==> src/rtl/bit_serializer.sv <==
// Parallel-to-serial front end: WIDTH-bit words in over valid/ready, one bit per clk out.
// Optional macro BIT_SERIALIZER_LSB_FIRST_EN selects LSB-first order (default MSB-first).
module bit_serializer #(
  parameter int WIDTH = 8,
  parameter int GAP   = 0
) (
  input  logic             clk,
  input  logic             reset,
  input  logic             load_valid,
  output logic             load_ready,
  input  logic [WIDTH-1:0] load_data,
  output logic             ser_out,
  output logic             ser_valid,
  output logic             ser_last,
  output logic             busy
);

  localparam int                CNT_W  = (WIDTH > 2) ? $clog2(WIDTH) : 1;
  localparam logic [CNT_W-1:0]  BIT_LD = CNT_W'(WIDTH - 1);
  localparam logic [7:0]        GAP_LD = (GAP > 0) ? 8'(GAP - 1) : 8'd0;

  typedef enum logic [1:0] {S_IDLE, S_SHIFT, S_GAP} state_t;

  state_t           r_state, w_state_nxt;
  logic             r_hold_full;
  logic [WIDTH-1:0] r_hold;
  logic [WIDTH-1:0] r_shift, w_shift_nxt;
  logic [CNT_W-1:0] r_bitcnt, w_bitcnt_nxt;
  logic [7:0]       r_gapcnt, w_gapcnt_nxt;
  logic             r_ser_out, w_ser_out_nxt;
  logic             r_ser_valid, w_ser_valid_nxt;
  logic             r_ser_last, w_ser_last_nxt;
  logic             w_accept;
  logic             w_drain;

`ifdef BIT_SERIALIZER_LSB_FIRST_EN
  function automatic logic lead_bit(input logic [WIDTH-1:0] word);
    return word[0];
  endfunction
  function automatic logic [WIDTH-1:0] advance(input logic [WIDTH-1:0] word);
    return word >> 1;
  endfunction
`else
  function automatic logic lead_bit(input logic [WIDTH-1:0] word);
    return word[WIDTH-1];
  endfunction
  function automatic logic [WIDTH-1:0] advance(input logic [WIDTH-1:0] word);
    return word << 1;
  endfunction
`endif

  assign load_ready = !r_hold_full && !reset;
  assign w_accept   = load_valid && load_ready;
  assign busy       = (r_state != S_IDLE) || r_hold_full;
  assign ser_out    = r_ser_out;
  assign ser_valid  = r_ser_valid;
  assign ser_last   = r_ser_last;

  always_comb begin
    w_state_nxt     = r_state;
    w_shift_nxt     = r_shift;
    w_bitcnt_nxt    = r_bitcnt;
    w_gapcnt_nxt    = r_gapcnt;
    w_ser_out_nxt   = 1'b0;
    w_ser_valid_nxt = 1'b0;
    w_ser_last_nxt  = 1'b0;
    w_drain         = 1'b0;
    case (r_state)
      S_IDLE: begin
        if (r_hold_full) w_drain = 1'b1;
      end
      S_SHIFT: begin
        if (r_bitcnt != '0) begin
          w_ser_out_nxt   = lead_bit(r_shift);
          w_ser_valid_nxt = 1'b1;
          w_ser_last_nxt  = (r_bitcnt == CNT_W'(1));
          w_shift_nxt     = advance(r_shift);
          w_bitcnt_nxt    = r_bitcnt - CNT_W'(1);
        end else if (GAP == 0 && r_hold_full) begin
          w_drain = 1'b1;
        end else if (GAP > 0) begin
          w_state_nxt  = S_GAP;
          w_gapcnt_nxt = GAP_LD;
        end else begin
          w_state_nxt = S_IDLE;
        end
      end
      S_GAP: begin
        if (r_gapcnt != 8'd0) begin
          w_gapcnt_nxt = r_gapcnt - 8'd1;
        end else if (r_hold_full) begin
          w_drain = 1'b1;
        end else begin
          w_state_nxt = S_IDLE;
        end
      end
      default: w_state_nxt = S_IDLE;
    endcase
    // A drain moves the hold word into the shifter and presents its first bit on the same edge.
    if (w_drain) begin
      w_state_nxt     = S_SHIFT;
      w_shift_nxt     = advance(r_hold);
      w_ser_out_nxt   = lead_bit(r_hold);
      w_ser_valid_nxt = 1'b1;
      w_ser_last_nxt  = 1'b0;
      w_bitcnt_nxt    = BIT_LD;
    end
  end

  always_ff @(posedge clk) begin
    if (reset) begin
      r_state     <= S_IDLE;
      r_hold_full <= 1'b0;
      r_bitcnt    <= '0;
      r_gapcnt    <= 8'd0;
      r_ser_out   <= 1'b0;
      r_ser_valid <= 1'b0;
      r_ser_last  <= 1'b0;
    end else begin
      r_state     <= w_state_nxt;
      r_bitcnt    <= w_bitcnt_nxt;
      r_gapcnt    <= w_gapcnt_nxt;
      r_ser_out   <= w_ser_out_nxt;
      r_ser_valid <= w_ser_valid_nxt;
      r_ser_last  <= w_ser_last_nxt;
      if (w_drain)       r_hold_full <= 1'b0;
      else if (w_accept) r_hold_full <= 1'b1;
    end
  end

  // Data path carries no reset; the control state decides when its contents matter.
  always_ff @(posedge clk) begin
    r_shift <= w_shift_nxt;
    if (w_accept) r_hold <= load_data;
  end

endmodule

==> config.mk <==
export PLATFORM = sky130hd
export DESIGN_NAME = bit_serializer
export DESIGN_NICKNAME = d
export VERILOG_FILES = /design/src/rtl/bit_serializer.sv
export SDC_FILE = /design/constraint.sdc
export NUM_CORES = 1
export LEC_CHECK = 0
export ABC_CLOCK_PERIOD_IN_PS = 3750
export BUFFER_PORTS_ARGS = -buffer_cell sky130_fd_sc_hd__buf_4
export CAP_MARGIN = 20
export CORE_MARGIN = 5
export CORE_UTILIZATION = 40
export DETAILED_ROUTE_END_ITERATION = 16
export PLACE_DENSITY = 0.63
export SYNTH_ARGS = -nofsm -noshare
export SYNTH_HDL_FRONTEND = slang
export SYNTH_SLANG_ARGS = --single-unit
==> constraint.sdc <==
create_clock -name clk -period 3.75 [get_ports clk]
set_clock_uncertainty 0.15 [all_clocks]
set_input_delay 0 -clock clk [delete_from_list [all_inputs] [get_ports clk]]
set_output_delay 0 -clock clk [all_outputs]
set_load 0.005 [all_outputs]
# After elaboration in Yosys (flattened, before gate mapping)
# Index checks and enable logic that the tools add are counted.
op_classes:
  n_addsub: 2
  eq_ne: 8
  mux: 21
  bitwise_logic: 3
  reduce_logical: 17
op_table:
  columns: ["operator", "n"]
  rows:
  - ["2-to-1 mux 8 bit", 3]
  - ["2-to-1 mux 1 bit", 10]
  - ["2-to-1 mux 3 bit", 3]
  - ["nonzero test 8 bit", 1]
  - ["subtractor 8 x 1 -> 8 bit (second input constant)", 1]
  - ["2-to-1 mux 2 bit", 3]
  - ["inequality test 2 bit (second input constant)", 3]
  - ["inequality test 3 bit (second input constant)", 2]
  - ["one-hot mux 2 bit (3 select lines)", 1]
  - ["AND reduction 3 bit", 2]
  - ["nonzero test 2 bit", 3]
  - ["AND reduction 2 bit", 2]
  - ["OR reduction 4 bit", 1]
  - ["== test 3 x 1 -> 1 bit (second input constant)", 1]
  - ["NOT 1 bit", 3]
  - ["one-hot mux 1 bit (3 select lines)", 1]
  - ["nonzero test 3 bit", 1]
  - ["subtractor 3 x 1 -> 3 bit (second input constant)", 1]
  - ["== test 2 x 1 -> 1 bit (second input constant)", 1]
  - ["== test 2 bit (second input constant)", 1]
  - ["logical AND 1 bit", 2]
  - ["logical NOT 1 bit", 2]
  - ["logical NOT 2 bit", 1]
  - ["OR reduction 2 bit", 1]
  - ["logical OR 1 bit", 1]
totals:
  reg_bits: 32
  output_inout_bits: 5

# Depth between registers and ports, before layout
# Gate-level depths: netlist of run 1.
depth:
  word_depth: 5
  ltp_mapped: 6
  depth_no_buf: 5

# Worst setup path after synthesis of run 1
# No wires, ideal clock.
synth_timing:
  path_kind: "register -> register"
  from: "register r_bitcnt[0]"
  to: "register r_shift[2], data pin"
  setup_time_ns: 0.260
  t_arrival_ns: 1.345
  required_time_ns: 3.340
  path_slack_ns: 1.996
  path_stages_with_launch: 7
  n_path_buf: 1
  path_cell_list: "dfxtp_1 inv_1 ha_1 nand2b_4 buf_6 a21boi_4 mux2_2"
synth_between:
  elab_chain_cells: 4
synth_lines:
  columns: ["element", "line", "source"]
  rows:
  - ["from (decl)", "28", "logic [CNT_W-1:0] r_bitcnt, w_bitcnt_nxt;"]
  - ["from (signal assigned)", "121", "r_bitcnt <= w_bitcnt_nxt;"]
  - ["nonzero test 3 bit", "73", "if (r_bitcnt != '0) begin"]
  - ["2-to-1 mux 1 bit", "73", null]
  - ["one-hot mux 1 bit (3 select lines)", "68", "case (r_state)"]
  - ["2-to-1 mux 8 bit", "100", "if (w_drain) begin"]
  - ["named net w_shift_nxt[2]", "27", "logic [WIDTH-1:0] r_shift, w_shift_nxt;"]
  - ["to (signal assigned)", "133", "r_shift <= w_shift_nxt;"]
  - ["to (decl)", "27", null]
# The timed path passes the listed nets, and every way through them passes these cells.
# A chain may end at the register's enable or synchronous reset.

# Final worst setup path of run 1
layout_timing:
  from: "register r_bitcnt[0]"
  to: "register r_shift[3], data pin"
# The elaborated chain is that of the path after synthesis.

==> results of run 1 <==
==> state kept, by name (all words and copies together) (netlist names) <==
register,count
r_bitcnt,3
r_hold,8
r_hold_full,1
r_shift,7
r_state,1
ser_last,1
ser_out,1
ser_valid,1
==> final timing paths <==
check,slack (ns),start,to
max reg2reg,1.92,r_bitcnt[0]$_SDFFE_PP0P_,r_shift[3]$_DFFE_PP_
max,1.92,r_bitcnt[0]$_SDFFE_PP0P_,r_shift[3]$_DFFE_PP_
min reg2reg,0.41,r_bitcnt[2]$_SDFFE_PP0P_,ser_last$_SDFF_PP0_
min,0.11,load_valid,r_hold[7]$_DFFE_PP_
==> layout make-up <==
class / count / share of cell area
Timing Repair Buffer: 24 / 0.1723
Inverter: 5 / 0.01596
Clock inverter: 1 / 0.006383
Tap cell: 28 / 0.02979
Multi-Input combinational cell: 34 / 0.2372
Sequential cell: 23 / 0.5191
Clock buffer: 3 / 0.01915
==> power by group <==
| group | switching [W] | internal [W] | leakage, nW |
|---|---|---|---|
| combinational | 0.0000330 | 0.0000394 | 0.237 |
| sequential | 0.00000982 | 0.000290 | 0.206 |
| clock | 0.0000750 | 0.0000406 | 0.0139 |
==> through the flow <==
step / instance area [um^2] / util / setup WS (ns) / power, W
4_1_cts: 1176 / 0.5317 / 1.909 / 0.0004930
5_1_grt: 1176 / 0.5317 / 1.804 / 0.0005150
3_3_place_gp: 1056 / 0.4774 / 1.989 / 0.0003689
6_report: 1176 / 0.5317 / 1.922 / 0.0004877
2_1_floorplan: 928.4 / - / 1.996 / 0.0003525
3_5_place_dp: 1056 / 0.4774 / 1.931 / 0.0003709
==> kinds of logic after synthesis <==
group / Yosys count / share of synthesized area
adder cells (fa/ha/maj): 3 / 0.04044
AO/OA/AOI/OAI: 10 / 0.09300
flip-flops: 23 / 0.6577
buffers and inverters: 8 / 0.04177
AND/OR/NAND/NOR: 15 / 0.09434
multiplexers: 6 / 0.07277
==> Yosys cell counts, drive strengths merged <==
cell type | count | share of area
a211oi | 2 | 0.016
a21boi | 1 | 0.020
a21oi | 2 | 0.011
a311oi | 1 | 0.0094
a31oi | 1 | 0.0067
a41o | 1 | 0.011
and2 | 2 | 0.013
and2b | 1 | 0.0081
buf | 2 | 0.018
clkbuf | 1 | 0.0040
dfxtp | 8 | 0.17
edfxtp | 15 | 0.49
ha | 3 | 0.040
inv | 5 | 0.020
mux2 | 6 | 0.073
nand2 | 2 | 0.0081
nand2b | 2 | 0.022
nand3 | 1 | 0.0054
nor2 | 4 | 0.016
nor3 | 1 | 0.0054
nor4b | 1 | 0.0094
o211ai | 1 | 0.0081
o311a | 1 | 0.011
or2 | 1 | 0.0067
==> per-layer routing <==
layer | vias up | global-route usage | part of all wire
met4 | 0 | 0.01987 | 0
met3 | 0 | 0.04009 | 0.058
met1 | 265 | 0.1170 | 0.45
met2 | 12 | 0.1694 | 0.49
met5 | - | 0 | 0
li1 | 285 | - | -
==> flow_summary.json, run 1 <==
{
  "status": "finished, final reports clean",
  "overflow": 0,
  "crit_family": "multiplexers",
  "yosys_register_bits": 23,
  "mostFrequentLayoutCells": "buf_4, edfxtp_1, dlygate4sd3_1",
  "vdd_drop_max_mv": 0.3067,
  "dr.pass1.iters": 2,
  "path_class": "reg2reg",
  "grtUsageTotal": 0.09898,
  "instances_no_fill": 118,
  "wl_per_cell_um": 12.47,
  "antenna_found_initial": 0,
  "synth_area_um2": 928.4,
  "numCtsBuffers": 3,
  "clk_pin_slew_ns": 0.13,
  "h-tree-depth": 1,
  "finalSetupViolations": 0,
  "area_growth_pct": 26.68,
  "p_leak_nw": 0.4570,
  "slew-limit-headroom": 0.7289,
  "cts_root_buffer": "clkbuf_4",
  "std_cell_rows": 17,
  "cts_setup_buffers": 0,
  "fin_setup_tns_ns": 0,
  "finalHoldViolCount": 0,
  "worst_hold_slack_ns": 0.1139,
  "cp_cell_sequence": "inv_1 -> ha_1 -> nand2b_4 -> a21boi_4 -> mux2_2",
  "drc": 0,
  "maxCapViolCount": 0,
  "diodes": 0,
  "crit_path_end_kind": "flop",
  "multiInputGateArea_um2": 279.0,
  "dp.cells": 105,
  "routabilityCongestion": 0.7236,
  "nFillCells": 197,
  "critical_path_required_ns": 3.68,
  "vias_per_cell": 4.763,
  "drt_iter0_markers": 2,
  "cts_buffer_depth": 2,
  "dieArea_um2": 3384,
  "rsz0062_at_grt": "false",
  "routed_wl_um": 1472,
  "yosysWarnings": 0,
  "period_share": 0.4875,
  "reg2reg_depth": 5,
  "via_count": 562,
  "coreArea_um2": 2212,
  "cp_max_fo": 7,
  "syn_nets": 79,
  "first_global_vias": 560,
  "worstPathArrival_ns": 1.76,
  "portBuffers": 15,
  "drive_gt1_frac": 0.3111,
  "hold_depth": 2,
  "fmax_ghz": 0.5470,
  "cpPeakStageDelay_ns": 0.37,
  "synth.distinct_cells": 26,
  "hold_path.class": "in2reg",
  "cts_tree": "yes",
  "fin_nets": 105,
  "start_util": 0.4197,
  "synth_cells": 65,
  "cts_resized": 0,
  "clock_latency_ns": 0.31,
  "worstMarginPinSlew_ns": 0.4066,
  "synth.avg_cell_area_um2": 14.28,
  "seqCellArea_um2": 610.6,
  "ys_seq_area_frac": 0.6577,
  "ant_nets": 0,
  "grt_max_degree": 15,
  "power-per-cell-area_nw_per_um2": 414.6,
  "cp.depth": 5,
  "grt_pass1_wl_um": 2504,
  "die_w_um": 58.18,
  "dpl.hpwl_um": 1023,
  "die_h_um": 58.18,
  "ios": 16,
  "slowest_stage": "mux2_2",
  "cts_sinks": 23,
  "start_kind": "flop",
  "drv_slew": 0,
  "cts_hold_buf": 9,
  "post-route-min-period_ns": 1.828,
  "critPathBufInv": 1
}
Power figures use the tool's default switching activity.
==> inputs of run 2 (changes only) <==
Settings changed: ABC_AREA set to 1, ABC_CLOCK_PERIOD_IN_PS 3750 to 1760.
Clock period 3.75 ns to 1.76 ns, I/O delays scaled along.
==> flow_summary.json, run 2 <==
{
  "status": "finished, final reports clean",
  "placed_area_um2": 1069,
  "top_register": "r_hold",
  "start_util": 0.4174,
  "ys_seq_area_frac": 0.6612,
  "cp_max_fo": 7,
  "hold_path.class": "in2reg",
  "period_share": 0.9208,
  "coreArea_um2": 2212,
  "mostFrequentLayoutCell": "nand2_1",
  "vias_per_cell": 4.589,
  "cts_sinks": 23,
  "synth.avg_cell_area_um2": 10.86,
  "slowest_stage": "dfxtp_1",
  "wl_per_cell_um": 11.95,
  "finalSetupViolations": 0,
  "fmax_ghz": 0.6171,
  "worstPathArrival_ns": 1.51,
  "grt_max_degree": 14,
  "drive_gt1_frac": 0.2655,
  "synth_ff_type": "edfxtp_1",
  "p_switching_w": 0.0002839,
  "drv_slew": 0,
  "clock_latency_ns": 0.32,
  "synthArstFlopShare": 0,
  "ios": 16,
  "met3_length_um": 102,
  "dr.pass1.iters": 4,
  "die_h_um": 58.05,
  "cp_cell_sequence": "inv_1 -> ha_1 -> a21oi_2 -> nor2_2 -> inv_2",
  "area_growth_pct": 29.54,
  "grtUsageTotal": 0.1142,
  "yosysWarnings": 0,
  "dpl.hpwl_um": 1101,
  "crit_path_end_kind": "flop",
  "dieArea_um2": 3369,
  "routabilityCongestion": 0.7611,
  "top_regs": "r_hold (8), r_shift (7), r_bitcnt (3)",
  "synth_edf_count": 15,
  "synth.distinct_cells": 17,
  "diodes": 0,
  "yosys_register_bits": 23,
  "std_cell_rows": 17,
  "combPwrFrac": 0.166,
  "wl_met2_um": 781,
  "cts_buffer_depth": 2,
  "drt_iter0_markers": 11,
  "fin_setup_tns_ns": 0,
  "wl_met1_um": 754,
  "via_count": 647,
  "top_layer": "met4",
  "power.internal_w": 0.0007950,
  "total_power_w": 0.001079,
  "p_leak_nw": 0.5264,
  "path_class": "reg2reg",
  "numCtsBuffers": 3,
  "rsz0062_at_grt": "false",
  "seqPwrFrac": 0.606,
  "h-tree-depth": 1,
  "cpPeakStageDelay_ns": 0.36,
  "die_w_um": 58.05,
  "fin_nets": 128,
  "post-route-min-period_ns": 1.621,
  "synth_area_um2": 923.4,
  "start_kind": "flop",
  "swShare": 0.2631,
  "synth_top_area_frac": 0.4878,
  "first_global_vias": 664,
  "cts_tree": "yes",
  "yosysMostFrequentCell": "nand2_1",
  "cts_root_buffer": "clkbuf_4",
  "finalHoldViolCount": 0,
  "finalInstanceArea_um2": 1196,
  "routed_wl_um": 1685,
  "largest_register_ffs": 8,
  "critical_path_required_ns": 1.65,
  "netlist_top_cells_area": "edfxtp_1, dfxtp_1, nand2_1",
  "portBuffers": 15,
  "yosys-top-cells-count": "nand2_1, edfxtp_1",
  "ant_nets": 0,
  "cts_setup_buffers": 0,
  "worstMarginPinSlew_ns": 0.4789,
  "vdd_drop_max_mv": 0.6341,
  "syn_nets": 99,
  "synth_cells": 85,
  "slew-limit-headroom": 0.6803,
  "maxCapViolCount": 0,
  "synth_top_area_cell": "edfxtp_1",
  "drc": 0,
  "overflow": 0,
  "antenna_found_initial": 0,
  "grt_pass1_wl_um": 2904,
  "power-per-cell-area_nw_per_um2": 902.0,
  "mostFrequentLayoutCells": "nand2_1, buf_4, edfxtp_1",
  "clk_pin_slew_ns": 0.12,
  "clkPwrFrac": 0.229
}
-- run 2: metal layers --
| metal | vias up | GRT usage |
|---|---|---|
| li1 | 335 | - |
| met1 | 287 | 0.1373 |
| met2 | 20 | 0.1855 |
| met3 | 5 | 0.03118 |
| met4 | 0 | 0.05960 |
| met5 | - | 0 |
-- run 2: worst paths after layout --
path                            cells past startpoint  slack (ns)                      from                       end
worst max-delay path                                5        0.14  r_bitcnt[0]$_SDFFE_PP0P_  r_shift[1]$_SDFFCE_PN0P_
worst min-delay path                                2        0.24              load_data[2]       r_hold[2]$_DFFE_PP_
worst max register to register                      5        0.14  r_bitcnt[0]$_SDFFE_PP0P_  r_shift[1]$_SDFFCE_PN0P_
worst min register to register                      2        0.37  r_bitcnt[1]$_SDFFE_PP0P_  r_bitcnt[1]$_SDFFE_PP0P_
-- run 2: worst max-delay path, delay by kind of cell (launching register included) --
family | cells | cell delay (ns)
fa+ha+maj | 1 | 0.24
compound gates | 1 | 0.23
flops | 1 | 0.36
buf+inv | 2 | 0.25
simple gates | 1 | 0.10
-- run 2: logic make-up (layout without fill, tap and decap cells) --
group,Yosys count,count (layout),synth area share
AOI/OAI and AO/OA,6,6,0.04064
adders and majority gates,3,3,0.04065
buffers and inverters,12,40,0.05150
DFF,23,23,0.6612
and+or+nand+nor,41,41,0.2060
-- run 2: cell type report --
class | count | area [um^2]
multi-input cells | 50 | 265.3
clock buffers | 3 | 22.52
clock inverters | 1 | 5.005
fillers | 192 | 1016
repair buffers | 26 | 220.2
well taps | 28 | 35.03
inverters | 10 | 37.54
flip-flops and latches | 23 | 610.6
-- run 2: through the flow --
| stage | worst slack [ns] | util | hold slack [ns] | cells |
|---|---|---|---|---|
| floorplan | 0.06638 | - | -0.08093 | 85 |
| global placement | 0.1352 | 0.4830 | 0.02788 | 127 |
| detailed placement | 0.07687 | 0.4830 | 0.02946 | 127 |
| CTS | 0.05865 | 0.5407 | 0.2397 | 141 |
| global route | 0.08552 | 0.5407 | 0.2555 | 141 |
| finish | 0.1395 | 0.5407 | 0.2441 | 141 |
-- run 2: power by group through the flow --
| stage | Combinational [W] | Clock [W] | Sequential [W] |
|---|---|---|---|
| after floorplan | 0.000110 | 0 | 0.000657 |
| after global placement | 0.000156 | 0 | 0.000665 |
| after detailed placement | 0.000159 | 0 | 0.000666 |
| after CTS | 0.000177 | 0.000246 | 0.000654 |
| after global routing | 0.000201 | 0.000267 | 0.000659 |
| final | 0.000179 | 0.000247 | 0.000654 |
-- run 2: repair_timing --
action                     CTS  global route
hold buffers                10             0
setup endpoints to repair    0             7
hold endpoints to repair    16             0
gates resized for setup      0             1
